**src/rtl/dmem_arbiter.sv**
```systemverilog
// Two-port data-memory arbiter: port 0 (core load/store) and port 1
// (loader/debug) share one single-ported memory. Ownership alternates under
// contention after MAX_BURST accepted transactions. Read data is returned
// one cycle after acceptance on the port that issued the read.
module dmem_arbiter #(
   parameter int MAX_BURST = 4,
   parameter int DW        = 32
) (
   input  logic          clk,
   input  logic          reset,
   input  logic          req0,
   input  logic          req1,
   input  logic          we0,
   input  logic          we1,
   input  logic [DW-1:0] addr0,
   input  logic [DW-1:0] addr1,
   input  logic [DW-1:0] wdata0,
   input  logic [DW-1:0] wdata1,
   output logic          gnt0,
   output logic          gnt1,
   output logic          rvalid0,
   output logic          rvalid1,
   output logic [DW-1:0] rdata0,
   output logic [DW-1:0] rdata1,
   output logic          mem_we,
   output logic [DW-1:0] mem_addr,
   output logic [DW-1:0] mem_wdata,
   input  logic [DW-1:0] mem_rdata
);

   localparam logic [1:0] IDLE = 2'd0;
   localparam logic [1:0] OWN0 = 2'd1;
   localparam logic [1:0] OWN1 = 2'd2;

   localparam logic [3:0] BURST_MAX = 4'(MAX_BURST);

   logic [1:0]    state_r;
   logic [1:0]    next_state_s;
   logic          last_owner_r;
   logic          next_last_owner_s;
   logic [3:0]    burst_cnt_r;
   logic [3:0]    next_burst_cnt_s;
   logic [3:0]    burst_inc_s;
   logic          burst_done_s;
   logic          rvalid0_r;
   logic          rvalid1_r;
   logic [DW-1:0] rdata0_r;
   logic [DW-1:0] rdata1_r;

   // Grants are the owner's live request; an unaccepted request is never stored.
   assign gnt0 = (state_r == OWN0) & req0;
   assign gnt1 = (state_r == OWN1) & req1;

   assign burst_inc_s  = burst_cnt_r + 4'd1;
   assign burst_done_s = (burst_inc_s == BURST_MAX);

   assign rvalid0 = rvalid0_r;
   assign rvalid1 = rvalid1_r;
   assign rdata0  = rdata0_r;
   assign rdata1  = rdata1_r;

   // Next-state, burst counter and fairness bookkeeping.
   always_comb begin
      next_state_s      = state_r;
      next_last_owner_s = last_owner_r;
      next_burst_cnt_s  = burst_cnt_r;
      case (state_r)
         IDLE: begin
            next_burst_cnt_s = 4'd0;
            if (req0 && req1) begin
               // Tie goes to the port that did not own the bus last.
               next_state_s = last_owner_r ? OWN0 : OWN1;
            end else if (req0) begin
               next_state_s = OWN0;
            end else if (req1) begin
               next_state_s = OWN1;
            end else begin
               next_state_s = IDLE;
            end
         end
         OWN0: begin
            if (!req0) begin
               next_state_s      = req1 ? OWN1 : IDLE;
               next_burst_cnt_s  = 4'd0;
               next_last_owner_s = 1'b0;
            end else if (!burst_done_s) begin
               next_state_s     = OWN0;
               next_burst_cnt_s = burst_inc_s;
            end else if (req1) begin
               next_state_s      = OWN1;
               next_burst_cnt_s  = 4'd0;
               next_last_owner_s = 1'b0;
            end else begin
               // Nobody waiting: keep the bus, just restart the burst count.
               next_state_s     = OWN0;
               next_burst_cnt_s = 4'd0;
            end
         end
         OWN1: begin
            if (!req1) begin
               next_state_s      = req0 ? OWN0 : IDLE;
               next_burst_cnt_s  = 4'd0;
               next_last_owner_s = 1'b1;
            end else if (!burst_done_s) begin
               next_state_s     = OWN1;
               next_burst_cnt_s = burst_inc_s;
            end else if (req0) begin
               next_state_s      = OWN0;
               next_burst_cnt_s  = 4'd0;
               next_last_owner_s = 1'b1;
            end else begin
               next_state_s     = OWN1;
               next_burst_cnt_s = 4'd0;
            end
         end
         default: begin
            next_state_s     = IDLE;
            next_burst_cnt_s = 4'd0;
         end
      endcase
   end

   // Arbitration state registers.
   always_ff @(posedge clk or posedge reset) begin
      if (reset) begin
         state_r      <= IDLE;
         last_owner_r <= 1'b1;
         burst_cnt_r  <= 4'd0;
      end else begin
         state_r      <= next_state_s;
         last_owner_r <= next_last_owner_s;
         burst_cnt_r  <= next_burst_cnt_s;
      end
   end

   // Memory-side mux: granted port drives the memory, otherwise all zero.
   always_comb begin
      mem_we    = 1'b0;
      mem_addr  = {DW{1'b0}};
      mem_wdata = {DW{1'b0}};
      if (gnt0) begin
         mem_we    = we0;
         mem_addr  = addr0;
         mem_wdata = wdata0;
      end else if (gnt1) begin
         mem_we    = we1;
         mem_addr  = addr1;
         mem_wdata = wdata1;
      end else begin
         mem_we    = 1'b0;
         mem_addr  = {DW{1'b0}};
         mem_wdata = {DW{1'b0}};
      end
   end

   // Read responses: capture memory data one cycle after an accepted read.
   always_ff @(posedge clk or posedge reset) begin
      if (reset) begin
         rvalid0_r <= 1'b0;
         rvalid1_r <= 1'b0;
         rdata0_r  <= {DW{1'b0}};
         rdata1_r  <= {DW{1'b0}};
      end else begin
         rvalid0_r <= gnt0 & ~we0;
         rvalid1_r <= gnt1 & ~we1;
         if (gnt0 && !we0) begin
            rdata0_r <= mem_rdata;
         end
         if (gnt1 && !we1) begin
            rdata1_r <= mem_rdata;
         end
      end
   end

endmodule
```
**config.mk**
```make
export PLATFORM = sky130hd
export DESIGN_NAME = dmem_arbiter
export DESIGN_NICKNAME = d
export VERILOG_FILES = /design/src/rtl/dmem_arbiter.sv
export SDC_FILE = /design/constraint.sdc
export NUM_CORES = 1
export LEC_CHECK = 0
export ABC_AREA = 1
export ABC_CLOCK_PERIOD_IN_PS = 2300
export CAP_MARGIN = 15
export CORE_ASPECT_RATIO = 2
export CORE_MARGIN = 5
export CORE_UTILIZATION = 30
export CTS_CLUSTER_DIAMETER = 100
export DETAILED_ROUTE_END_ITERATION = 16
export GPL_ROUTABILITY_DRIVEN = 0
export PLACE_DENSITY = 0.73
export SETUP_SLACK_MARGIN = 0.15
export SLEW_MARGIN = 5
export SYNTH_ARGS = -nofsm -noshare
export SYNTH_HDL_FRONTEND = slang
export SYNTH_SLANG_ARGS = --single-unit
export TNS_END_PERCENT = 1
```
**constraint.sdc**
```tcl
create_clock -name clk -period 2.3 [get_ports clk]
set_input_delay 0.46 -clock clk [delete_from_list [all_inputs] [get_ports clk]]
set_output_delay 0.46 -clock clk [all_outputs]
set_load 0.02 [all_outputs]
```
### Word-level counts from Yosys, hierarchy flattened

Index checks and enable logic that the tools add are counted.

| storage, ports and cells | value |
|---|---|
| memories kept | 0 |
| ROM bits | 0 |
| RAM bits | 0 |
| bits in registers | 73 |
| output and inout bits | 133 |
| logic and storage cells | 58 |
| latch bits | 0 |

| operators by class | value |
|---|---|
| bitwise operators | 6 |
| div/mod/pow operators | 0 |
| reduce and logical (&&, ||, !) cells | 8 |
| $mul | 0 |
| multiplexer cells | 29 |
| add/subtract/negate cells | 1 |
| order comparisons | 0 |
| shift operators | 0 |
| eq/ne operators | 7 |

Operators with widths:

| kind | number |
|---|---|
| $mux 32 | 4 |
| $mux 2 | 10 |
| $mux 4 | 3 |
| $ne 3x3->1 const B | 4 |
| $mux 1 | 9 |
| $pmux 4 s2 | 1 |
| $pmux 2 s3 | 1 |
| $reduce_and 5->1 | 1 |
| $add 4x1->4 const B | 1 |
| $and 1x1->1 | 4 |
| $eq 4x3->1 const B | 1 |
| $logic_and 1x1->1 | 3 |
| $eq 2x1->1 const B | 1 |
| $eq 2x2->1 const B | 1 |
| $logic_not 1->1 | 2 |
| $logic_not 2->1 | 1 |
| $not 1->1 | 2 |
| $pmux 1 s2 | 1 |
| $reduce_bool 2->1 | 1 |

### Logic depth before layout (Yosys ltp)

| depth | value |
|---|---|
| word-level depth | 5 |
| gate-level depth with buffers | 11 |
| mapped depth without buffers | 11 |

### Worst setup path after synthesis

Ideal clock, no wire load.

| timing path | value |
|---|---|
| kind | register to output |
| start point | register state_r[0] |
| end point | output port mem_addr[0] |
| required time | 1.840 ns |
| arrival | 1.373 ns |
| cell stages (with the launch flop) | 9 |
| path buffers | 2 |
| path slack | 0.467 ns |
| path through | dfrtp_1 -> inv_1 -> ha_1 -> nand2_2 -> inv_2 -> buf_4 -> buf_4 -> nand3_1 -> nand2_1 |

| between the ends | value |
|---|---|
| word-level cells in the longest chain between the ends | 4 |
| elaborated cells between the ends (all ways) | 6 |

RTL lines:

| element | RTL line | text |
|---|---|---|
| start: declaration | 37 | `logic [1:0] state_r;` |
| start signal: assignment | 130 | `state_r <= next_state_s;` |
| $eq 2x2->1 | 52 | `assign gnt1 = (state_r == OWN1) & req1;` |
| $and 1x1->1 | 52 |  |
| $mux 32 | 145 | `end else if (gnt1) begin` |
| $mux 32 (*) | 141 | `if (gnt0) begin` |
| end: declaration | 26 | `output logic [DW-1:0] mem_addr,` |

Mark *: on every way between the ends. The rest lies on a longest branch, timed or not.

### Final worst setup path

| timing path | value |
|---|---|
| start point | input port req1 |
| end point | output port mem_wdata[9] |

| between the ends | value |
|---|---|
| word-level cells in the longest chain between the ends | 3 |

RTL lines:

| element | RTL line | text |
|---|---|---|
| start: declaration | 12 | `input logic req1,` |
| $and 1x1->1 | 52 |  |
| $mux 32 | 145 |  |
| $mux 32 | 141 |  |
| end: declaration | 27 | `output logic [DW-1:0] mem_wdata,` |

No other way between the ends.

==> metrics.cfg <==
[run_status]
status = finished clean

[floorplanning]
rows = 59
io_pins = 299
initial_utilization = 0.306
die_height_um = 173
die_area_um2 = 15800
dieWidth_um = 91.4
core_area_um2 = 13000

[sta]
finalCritPeriodShare = 0.965
rsz0062_at_grt = true
timing.hold.ws_ns = 0.472
final-max-slew-violation-count = 0
timing.fmax_mhz = 451
period_needed_ns = 2.22
skew_ns = 0.00337
relSlewSlack = 0.481
tightest_slew_ns = 0.778
finalHoldViolCount = 0
setup_violations = 0

[yosys]
yosysSeqAreaShare = 0.460
synth_cell_types = 24
synthesis.instances = 523
yosysWarnings = 0
synth_top_cells_by_area = dfrtp_1 (45%), nand2_1 (20%), nand3_1 (8.8%), o21ai_2 (5.1%), inv_1 (4.2%)
yosysTopAreaCell = dfrtp_1
ys_seq_elements = 73
syn_area_um2 = 3970
syn_nets = 695
syn_avg_cell_area_um2 = 7.59
yosys.area.top_type_share = 0.454

[drt]
wl_um = 16700
route.detailed.drc = 0
first_iter_violations = 158
wl_per_cell_um = 17.0
viasPerCell = 4.60
firstDrtPassIters = 4
vias = 4526
postRouteAntennaNets = 0

[final_layout]
layout.cells.non_filler = 984
layout-drive-gt1-share = 0.181
diodes = 0
postLayoutCoreUtil = 0.580
syn_to_final_growth_pct = 89.7
fin_area_um2 = 7530
layout.nets = 1000

[clocking]
path_clk_slew_ns = 0.06
cts_root_buf = clkbuf_16
htree_levels = 3
clockBufferDepth = 2
cts_buffers = 9
cts_tree = yes
clock_latency_ns = 0.32
cts.sinks = 73
cts_hold_buf = 0

[setup_path]
critPathLaunch = req1
crit_arrival_ns = 1.76
critPathLaunchType = primary input
worstPathMaxFanout = 19
ff2ff_path_depth = 8
critPathCaptureType = output port
crit_type = in2out
required_ns = 1.84
r2r_start = state_r[0]

[global_routing]
grt_antenna_before_repair = 2
grt_pass1_vias = 4513
overflow = 0
grtUsageTotal = 0.204
busiest_layer = met2
use_met2 = 0.362
gr-usage-met1 = 0.213
grt_pass1_wl_um = 25300
grt_max_degree = 74
grtUsageMet3 = 0.0826

[placed_design]
port_buffers = 298
dpl.cell_count = 959
dpl_cell_area_um2 = 7160
hpwl_um = 12500

[min_path]
min_path_type = reg2reg
whs_path_depth = 2
hp-start = last_owner_r

[job]
maxCapViolCount = 0

[power_and_ir_drop]
power_leakage_nw = 3.75
power_w = 0.00847
ir_drop_mv = 0.790
powerDensity_nw_per_um2 = 1120

## synthesized netlist by cell type
cell	number
nor2_2	1
o21ai_2	23
nand2_2	2
inv_1	44
ha_1	6
or2_2	1
o21ai_0	12
clkbuf_1	1
nor3b_1	1
clkbuf_2	1
dfstp_2	1
buf_2	19
a21oi_1	3
buf_6	7
o211a_1	1
dfrtp_1	72
nand2_1	207
nor2_1	5
nand3_1	70
nor2_4	2
nand4_1	2
o21ai_1	32
inv_2	4
buf_4	6
## area by class of cell
| cell class | instances | area (µm²) |
|---|---|---|
| Clock inverter | 5 | 104 |
| Timing Repair Buffer | 328 | 3190 |
| Sequential cell | 73 | 1830 |
| Clock buffer | 10 | 229 |
| Fill cell | 1185 | 5460 |
| Inverter | 48 | 204 |
| Tap cell | 152 | 190 |
| Multi-Input combinational cell | 368 | 1790 |
## critical path: stages
cell and delay (ns):
clkdlybuf4s50_1 0.54, nand2_4 0.09, inv_8 0.08, buf_12 0.11, buf_16 0.14, nand3_1 0.10, nand2_1 0.09, buf_4 0.14
## final timing paths
check	endpoint	slack [ns]
max in group asynchronous	rdata0[21]	1.39
worst min register to register	last_owner_r	0.47
worst max-delay path	mem_wdata[9]	0.08
worst max register to register	rdata0[11]	0.34
worst min-delay path	last_owner_r	0.47
min in group asynchronous	rdata0[9]	0.58
## per-layer routing
layer  share of wire  wire length [µm]  vias to the layer above
li1                -                 -                     2261
met1            0.35              5870                     2017
met5          0.0023                38                        -
met2            0.52              8760                      221
met4           0.023               393                        4
met3            0.10              1670                       23
## flip-flops by register name, summed over array words and instances, names as in the netlist
signal,cells
last_owner_r,1
rvalid1,1
rdata0,32
burst_cnt_r,4
rvalid0,1
state_r,2
rdata1,32
## through the flow
stage          TNS [ns]  setup WS [ns]
2_1_floorplan         0          0.467
3_3_place_gp     -17.43         -0.337
3_5_place_dp     -18.33         -0.352
4_1_cts               0         0.0543
5_1_grt               0         0.0261
6_report              0         0.0808
## layout by cell type (no fill, tap or decap), drive strengths merged
cell and instances:
a21oi 3, buf 88, bufbuf 1, bufinv 3
clkbuf 12, clkdlybuf4s15 4, clkdlybuf4s50 230, clkinv 2
clkinvlp 1, dfrtp 72, dfstp 1, dlygate4sd2 3
ha 6, inv 47, nand2 209, nand3 70
nand4 2, nor2 8, nor3b 1, o211a 1
o21ai 67, or2 1
## power breakdown
group          internal [W]  switching [W]  total [W]
combinational       0.00219        0.00252    0.00471
sequential          0.00187       0.000325    0.00219
clock               0.00106       0.000511    0.00157
total               0.00512        0.00336    0.00847
## timing repair
| action | in CTS | in global routing |
|---|---|---|
| hold endpoints to repair | 0 | 0 |
| cloned | 3 | 2 |
| resized for setup | 267 | 34 |
| setup endpoints to repair | 67 | 68 |
| setup buffers | 3 | 2 |
| pin swaps | 1 | 2 |
## logic make-up after synthesis
family	Yosys count	share of synthesized area
simple gates	291	0.306
fa+ha+maj	6	0.0189
buf+inv	82	0.103
flops	73	0.460
compound gates	71	0.112
Power figures use the tool's default switching activity.
